$ cat src/rtl/byte_word_packer_pkg.sv
// Shared stream geometry for the byte packer and the accelerator-side unpacker.
// Lane 0 carries the first byte of a word; lane_lo() is the single place that encodes that order.
package byte_word_packer_pkg;

    localparam int BYTE_W   = 8;
    localparam int LANES    = 9;
    localparam int STREAM_W = BYTE_W * LANES;
    localparam int IDX_W    = $clog2(LANES);

    localparam bit LANE_LSB_FIRST = 1'b1;

    function automatic int lane_lo(input int lane);
        return LANE_LSB_FIRST ? lane * BYTE_W : (LANES - 1 - lane) * BYTE_W;
    endfunction

endpackage

$ cat src/rtl/byte_lane_merge.sv
// Combinational lane merge: drops the new byte into lane i_idx of the accumulator.
// With i_pad set, every lane above i_idx is forced to zero so a short word leaves clean.
module byte_lane_merge
    import byte_word_packer_pkg::*;
(
    input  logic [STREAM_W-1:0] i_acc,
    input  logic [IDX_W-1:0]    i_idx,
    input  logic [BYTE_W-1:0]   i_byte,
    input  logic                i_pad,
    output logic [STREAM_W-1:0] o_word
);

    always_comb begin
        o_word = '0;
        for (int l = 0; l < LANES; l++) begin
            if (IDX_W'(l) == i_idx) begin
                o_word[lane_lo(l) +: BYTE_W] = i_byte;
            end else if ((IDX_W'(l) < i_idx) || !i_pad) begin
                o_word[lane_lo(l) +: BYTE_W] = i_acc[lane_lo(l) +: BYTE_W];
            end
        end
    end

endmodule

$ cat src/rtl/byte_word_packer.sv
// Packs 9 bytes into a 72-bit word, one cycle after the final byte; ss_last flushes a zero-padded word.
// Single output register; input stalls only while that register is full and not being drained.
module byte_word_packer
    import byte_word_packer_pkg::*;
#(
    parameter int CNT_W = 32
) (
    input  logic                clk,
    input  logic                reset,
    input  logic [BYTE_W-1:0]   ss_data,
    input  logic                ss_valid,
    output logic                ss_ready,
    input  logic                ss_last,
    output logic [STREAM_W-1:0] ms_data,
    output logic                ms_valid,
    input  logic                ms_ready,
    output logic [CNT_W-1:0]    word_count,
    output logic [CNT_W-1:0]    pad_count
);

    logic [STREAM_W-1:0] r_acc;
    logic [IDX_W-1:0]    r_idx;
    logic [STREAM_W-1:0] r_ms_data;
    logic                r_ms_valid;
    logic [CNT_W-1:0]    r_word_count;
    logic [CNT_W-1:0]    r_pad_count;

    logic                w_accept;
    logic                w_last_lane;
    logic                w_complete;
    logic                w_drain;
    logic [STREAM_W-1:0] w_merged;

    // Ready depends only on registered state and ms_ready, never on ss_valid.
    assign ss_ready    = !reset && (!r_ms_valid || ms_ready);
    assign w_accept    = ss_valid && ss_ready;
    assign w_last_lane = (r_idx == IDX_W'(LANES - 1));
    assign w_complete  = w_accept && (w_last_lane || ss_last);
    assign w_drain     = r_ms_valid && ms_ready;

    byte_lane_merge u_merge (
        .i_acc  (r_acc),
        .i_idx  (r_idx),
        .i_byte (ss_data),
        .i_pad  (w_complete),
        .o_word (w_merged)
    );

    always_ff @(posedge clk) begin
        if (reset) begin
            r_acc        <= '0;
            r_idx        <= '0;
            r_ms_data    <= '0;
            r_ms_valid   <= 1'b0;
            r_word_count <= '0;
            r_pad_count  <= '0;
        end else begin
            if (w_accept) begin
                if (w_complete) begin
                    r_acc     <= '0;
                    r_idx     <= '0;
                    r_ms_data <= w_merged;
                end else begin
                    r_acc <= w_merged;
                    r_idx <= r_idx + 1'b1;
                end
            end

            // A load on the same edge as a drain keeps the register full.
            if (w_complete) begin
                r_ms_valid <= 1'b1;
            end else if (w_drain) begin
                r_ms_valid <= 1'b0;
            end

            if (w_drain) begin
                r_word_count <= r_word_count + 1'b1;
            end
            if (w_complete && !w_last_lane) begin
                r_pad_count <= r_pad_count + 1'b1;
            end
        end
    end

    assign ms_data    = r_ms_data;
    assign ms_valid   = r_ms_valid;
    assign word_count = r_word_count;
    assign pad_count  = r_pad_count;

endmodule

$ cat config.mk
export PLATFORM = sky130hd
export DESIGN_NAME = byte_word_packer
export DESIGN_NICKNAME = d
export VERILOG_FILES = /design/src/rtl/byte_word_packer_pkg.sv /design/src/rtl/byte_lane_merge.sv /design/src/rtl/byte_word_packer.sv
export SDC_FILE = /design/constraint.sdc
export NUM_CORES = 1
export LEC_CHECK = 0
export CORE_MARGIN = 2
export CORE_UTILIZATION = 40
export DETAILED_ROUTE_END_ITERATION = 8
export PLACE_DENSITY = 0.59
export SYNTH_ARGS = -nofsm -noshare
export SYNTH_HDL_FRONTEND = slang
export SYNTH_SLANG_ARGS = --single-unit
$ cat constraint.sdc
create_clock -name clk -period 3.1 [get_ports clk]
set_input_delay 0.465 -clock clk [delete_from_list [all_inputs] [get_ports clk]]
set_output_delay 0.465 -clock clk [all_outputs]
set_load 0.1 [all_outputs]
==> results of run 1 <==
-- critical path, delay by kind of cell (launching register included) --
| family | cells | cell delay (ns) |
|---|---|---|
| DFF | 1 | 0.49 |
| and+or+nand+nor | 3 | 1.18 |
| AOI/OAI and AO/OA | 2 | 0.31 |
| adders and majority gates | 1 | 0.24 |
| buffers and inverters | 1 | 0.13 |
-- registers in the layout, indices dropped and copies added, names as in the netlist --
signal and count:
ms_data 72, r_acc 72, pad_count 32, word_count 32, r_idx 4, ms_valid 1
-- per-stage QoR --
step	cells	area (um^2)	worst slack [ns]
2_1_floorplan	996	8840	0.266
6_report	1440	11200	0.679
5_1_grt	1440	11200	0.463
3_5_place_dp	1399	10400	0.462
3_3_place_gp	1399	10400	0.480
4_1_cts	1440	11200	0.662
-- worst max-delay path by stage --
stage,cells past startpoint,startpoint,to
after CTS,7,r_idx[1]$_SDFFE_PP0P_,ms_data[71]$_SDFFE_PP0P_
after floorplan,2,ms_valid$_SDFFE_PP0P_,ss_ready
final,7,r_idx[1]$_SDFFE_PP0P_,ms_data[68]$_SDFFE_PP0P_
after global placement,6,ms_ready,ms_data[66]$_SDFFE_PP0P_
after detailed placement,6,ss_last,ms_data[71]$_SDFFE_PP0P_
after global routing,7,r_idx[1]$_SDFFE_PP0P_,ms_data[66]$_SDFFE_PP0P_
-- layer usage --
| metal | part of all wire [%] | wire (um) |
|---|---|---|
| met1 | 49 | 11400 |
| met2 | 45 | 10400 |
| met3 | 4.8 | 1120 |
| met4 | 1.8 | 415 |
| met5 | 0.047 | 11 |
-- where the power goes --
group	leakage, nW	switching, mW	internal [mW]	total, mW
clock	0.409	1.11	1.79	2.90
combinational	2.34	0.331	0.110	0.441
sequential	1.72	0.0175	2.76	2.78
-- cells by family after synthesis --
| logic type | share of synthesized area [%] |
|---|---|
| muxes | 2.72 |
| adders and majority gates | 0.849 |
| DFF | 48.2 |
| buffers and inverters | 4.47 |
| xor gates and xnor gates | 4.56 |
| and+or+nand+nor | 21.9 |
| AOI/OAI and AO/OA | 17.3 |
-- layout make-up --
cell class / instances / area, um^2 / area share [%]
clock buffer: 34 / 729 / 6.51
multi-input combinational: 689 / 4180 / 37.4
sequential: 213 / 4260 / 38.1
inverter: 22 / 82.6 / 0.737
clock inverter: 7 / 85.1 / 0.760
timing repair buffer: 195 / 1500 / 13.4
tap: 280 / 350 / 3.13
-- cell usage in the layout, fill, tap and decap left out, types with 3 or more instances in the layout --
master,Yosys,routed
clkdlybuf4s50_1,0,11
xnor2_1,14,14
nor4_1,4,4
nor2_1,102,102
nand3_1,76,76
nand4_1,24,24
o31ai_1,4,4
nor3_1,7,7
ha_1,6,6
a22o_1,32,32
nand3b_1,8,8
a31oi_1,8,8
a22oi_1,56,56
clkbuf_8,0,7
or3_1,14,14
o21ai_1,10,10
nand2_1,96,95
dfxtp_1,213,213
a21oi_1,39,39
xor2_1,32,32
mux2i_1,24,24
nor2b_1,6,6
buf_4,3,183
and2_1,16,16
clkbuf_16,0,25
and4_1,6,6
clkinv_2,0,5
or4_1,4,4
o21ai_0,48,48
and3_1,8,8
o22ai_1,3,3
a31o_2,16,16
inv_1,21,21
==> flow_summary.yaml, run 1 <==
run_status:
  status: "finished clean"
placement:
  portBuffers: 150
  place_congestion: 0.777
  post-dp-hpwl_mm: 15.3
sta:
  whs_ns: 0.347
  period_share_pct: 78.1
  period_needed_ns: 2.42
  setup_tns_ns: 0
  setup_viol: 0
  hold_violations: 0
  slew_violations: 0
  relSlewSlack_pct: 20.3
  tightest_slew_ns: 1.19
  fin_skew_ns: 0.00843
  clock.fmax_ghz: 0.413
  rsz0062_at_grt: "false"
clocking:
  htreeDepth: 1
  cts_tree: "yes"
  cts_resized: 0
  cts_sinks: 213
  worstSkewPairLatency_ns: 0.51
  cts_buffer_depth: 3
  cts_made_buffers: 24
  post-cts-setup-buffer-count: 0
  clk_pin_slew_ns: 0.06
  clockRootBuffer: "clkbuf_16"
  postCtsHoldBufs: 0
setup_path:
  crit_path_start_kind: "register"
  critPathSlowestCell: "nor2_2"
  cpPeakStageDelay_ns: 0.90
  path_max_fanout: 32
  cp-end-kind: "register"
  r2r_slack_ns: 0.68
  r2r_end: "ms_data[68]$_SDFFE_PP0P_"
  worstRegToRegCells: 7
  worstReg2RegStart: "r_idx[1]$_SDFFE_PP0P_"
  critPathRequiredTime_ns: 3.55
  cp.arrival_ns: 2.87
  crit_chain: "inv_1 > ha_1 > nand3b_4 > a211oi_4 > nor2_2 > a22oi_1 > nand2_1"
  worstSetupPathType: "register to register"
min_path:
  min-delay-start: "reset"
  hold_path_end: "r_acc[25]$_SDFFE_PP0P_"
  hold_path.class: "input port to register"
  hold_depth: 2
drt:
  first_pass_iters: 5
  totalWireLength_mm: 23.4
  ant_nets: 0
  drc: 0
  drt-vias-per-instance: 5.32
  drt_iter0_drc: 419
  wl_per_cell_um: 16.2
  vias: 7659
final_layout:
  drive_above_1_share_pct: 22.2
  area_delta_synth_final_pct: 26.7
  final_nets: 1164
  n_fill_cell: 2069
  diodes: 0
  final_util_pct: 51.5
power:
  irDropWorstVdd_v: 0.000416
  p_leak_nw: 4.47
  p_per_area_nw_per_um2: 547
  total_power_mw: 6.12
global_route:
  overflow: 0
  grt.busiest_layer: "met2"
  use_met2_pct: 29.9
  grt_usage_pct: 19.4
  grt_pass1_wl_mm: 37.9
  grt_pass1_vias: 7072
  grt_max_degree: 60
  grt_use_met3_pct: 3.44
  grt_use_met1_pct: 28.4
  antenna_found_initial: 1
die:
  die-area_um2: 23300
  num_rows: 54
  core_um2: 21800
  die_h_um: 153
  initial_utilization_pct: 40.6
  die_x_um: 153
  ioPinCount: 151
synthesis:
  syn_area_um2: 8840
  synth_common_cells: "213 x dfxtp_1, 102 x nor2_1, 96 x nand2_1, 76 x nand3_1, 56 x a22oi_1"
  synth_async_sr_flop_share_pct: 0
  synthTopCellsByArea: "dfxtp_1 48%, a22oi_1 4.8%, nor2_1 4.3%"
  yosys.area.top_type: "dfxtp_1"
  synth-edff-count: 0
  ys_seq_area_share_pct: 48.2
  yosys_warnings: 0
  synth_top_area_share_pct: 48.2
  syn_nets: 1015
  ys_types: 55
  synth_seq_cells: 213
  synth.most_common_cell: "dfxtp_1"
  synthFlopType: "dfxtp_1"
  synthCells: 996
  syn_avg_cell_area_um2: 8.88
flow_run:
  maxCapViolations: 0
(Power assumes the default switching activity.)
==> run 2: changes to the inputs <==
--- a/config.mk
+++ b/config.mk
@@ -8,7 +8,7 @@
 export CORE_MARGIN = 2
 export CORE_UTILIZATION = 40
 export DETAILED_ROUTE_END_ITERATION = 8
-export PLACE_DENSITY = 0.59
+export PLACE_DENSITY = 0.61
 export SYNTH_ARGS = -nofsm -noshare
 export SYNTH_HDL_FRONTEND = slang
 export SYNTH_SLANG_ARGS = --single-unit
==> constraint.sdc (replaced) <==
create_clock -name clk -period 2.2 [get_ports clk]
set_input_delay 0.33 -clock clk [delete_from_list [all_inputs] [get_ports clk]]
set_output_delay 0.33 -clock clk [all_outputs]
set_load 0.1 [all_outputs]
==> run 2 against run 1 <==
Against the previous run: via count up 2.3%; first-iteration DRC count down 16%; worst setup slack worse by 0.54 ns; critical path depth down 2; global-route usage up 0.67 points; combinational power up 52%; total power up 45%; sequential power up 41%; clock skew down 0.0031 ns; clock power up 49%; largest cell class unchanged; highest routed layer is now met4.
==> flow_summary.yaml, run 2 (synthesized netlist as in run 1, its figures left out) <==
min_path:
  hold_path.class: "input port to register"
sta:
  setup_viol: 0
  slew_violations: 0
  fin_skew_ns: 0.00529
  hold_violations: 0
  period_needed_ns: 2.07
  rsz0062_at_grt: "false"
  period_share_pct: 93.9
  relSlewSlack_pct: 54.6
  clock.fmax_ghz: 0.484
  tightest_slew_ns: 0.678
power:
  p_leak_nw: 4.65
  switchingPower_mw: 2.11
  p_per_area_nw_per_um2: 769
  power.internal_mw: 6.79
  swShare_pct: 23.7
  comb_power_share_pct: 7.5
  power_frac_clock_pct: 48.5
  seqPwrFrac_pct: 44.0
  irDropWorstVdd_v: 0.000607
die:
  num_rows: 54
  die_h_um: 153
  die-area_um2: 23300
  initial_utilization_pct: 40.6
  core_um2: 21800
  die_x_um: 153
  ioPinCount: 151
final_layout:
  drive_above_1_share_pct: 27.1
  final_util_pct: 53.2
  final_common_cell: "buf_4"
  n_fill_cell: 2056
  diodes: 0
  final_cells: 1466
  area_delta_synth_final_pct: 30.9
  final_cell_mix: "198 x buf_4, 175 x dfxtp_1, 101 x nor2_1"
  final_nets: 1187
setup_path:
  critPathRequiredTime_ns: 1.87
  worstSetupPathType: "register to output pin"
  path_buf_inv: 3
  critPathTopFamily: "buffers and inverters"
  path_max_fanout: 8
  r2r_end: "pad_count[16]$_SDFFE_PP0P_"
  worstRegToRegCells: 8
  crit_chain: "buf_4 > and2b_1 > buf_4 > nor2_2 > buf_12"
  setup.worst_path.start: "ms_valid$_SDFFE_PP0P_"
  crit_path_start_kind: "register"
  worstSetupEndpoint: "ss_ready"
  worstSetupPathDepth: 5
  worstReg2RegStart: "r_idx[1]$_SDFFE_PP0P_"
  path_common_cell: "buf_4"
  r2r_slack_ns: 0.16
  critPathSlowestCell: "dfxtp_2"
  cp-end-kind: "output pin"
  cpPeakStageDelay_ns: 0.32
  cp.arrival_ns: 1.74
flow_run:
  maxCapViolations: 0
global_route:
  antenna_found_initial: 0
  grt_max_degree: 59
  overflow: 0
  grt_usage_pct: 20.0
  grt_pass1_wl_mm: 39.1
  grt_pass1_vias: 7259
clocking:
  postCtsHoldBufs: 0
  cts_buffer_depth: 3
  clockRootBuffer: "clkbuf_16"
  post-cts-setup-buffer-count: 0
  cts_tree: "yes"
  worstSkewPairLatency_ns: 0.52
  cts_sinks: 213
  clk_pin_slew_ns: 0.06
  htreeDepth: 1
  cts_made_buffers: 24
  cts_resized: 0
drt:
  wl_met3_mm: 1.31
  top_layer: "met4"
  m1WireLength_mm: 11.4
  ant_nets: 0
  drt-vias-per-instance: 5.35
  totalWireLength_mm: 24.2
  met2_length_mm: 11.0
  wl_per_cell_um: 16.5
  first_pass_iters: 5
  vias: 7838
  drt_iter0_drc: 352
  drc: 0
placement:
  portBuffers: 150
  place_congestion: 0.796
  post-dp-hpwl_mm: 16.2
  dp_cells: 1422
run_status:
  status: "finished clean"
-- run 2: changes by cell type in the layout (fill, tap and decap cells not counted), sizes merged --
cell      delta
bufinv       +2
clkinvlp     +1
buf         +23
-- run 2: per-layer routing --
layer  global-route usage, %  up-vias
li1                        -     3874
met1                    28.8     3721
met2                    31.9      212
met3                    3.21       31
met4                    4.01        0
met5                       0        -
-- run 2: worst min path at each step --
stage,start,end,slack (ns),cells after the start
floorplan,r_acc[64]$_SDFFE_PP0P_,ms_data[64]$_SDFFE_PP0P_,0.41,2
global placement,r_acc[65]$_SDFFE_PP0P_,ms_data[65]$_SDFFE_PP0P_,0.42,2
detailed placement,r_acc[64]$_SDFFE_PP0P_,ms_data[64]$_SDFFE_PP0P_,0.42,2
CTS,reset,r_acc[26]$_SDFFE_PP0P_,0.31,3
global route,reset,r_acc[28]$_SDFFE_PP0P_,0.33,3
finish,reset,r_acc[26]$_SDFFE_PP0P_,0.33,3
-- run 2: layout make-up --
type	instances	area (um^2)	share of cell area (%)
multi-input cells	689	4190	36.2
inverters	22	82.6	0.714
well taps	280	350	3.03
clock buffers	34	709	6.13
flip-flops and latches	213	4310	37.3
repair buffers	218	1780	15.4
clock inverters	10	153	1.32
-- run 2: power by group through the flow --
stage                     Clock [mW]  Sequential [mW]  Combinational [mW]
after floorplan                    0             4.18               0.251
after global placement             0             4.00               0.669
after global routing            4.58             3.91               0.711
after detailed placement           0             4.00               0.670
after CTS                       4.41             3.91               0.673
final                           4.32             3.91               0.671
-- run 2: stage by stage --
stage	hold WS [ns]	TNS [ns]	instance area, um^2	total power, mW	setup slack (ns)
3_5_place_dp	0.421	-3.60	10700	4.67	-0.0834
2_1_floorplan	0.407	0	8890	4.43	0.00958
3_3_place_gp	0.417	-4.66	10700	4.67	-0.0916
4_1_cts	0.313	0	11600	8.99	0.133
6_report	0.329	0	11600	8.90	0.134
5_1_grt	0.329	0	11600	9.21	0.0162
-- run 2: worst min-delay path, delay by kind of cell --
| family | cells | cell delay [ns] |
|---|---|---|
| buf+inv | 2 | 0.35 |
| simple gates | 1 | 0.12 |
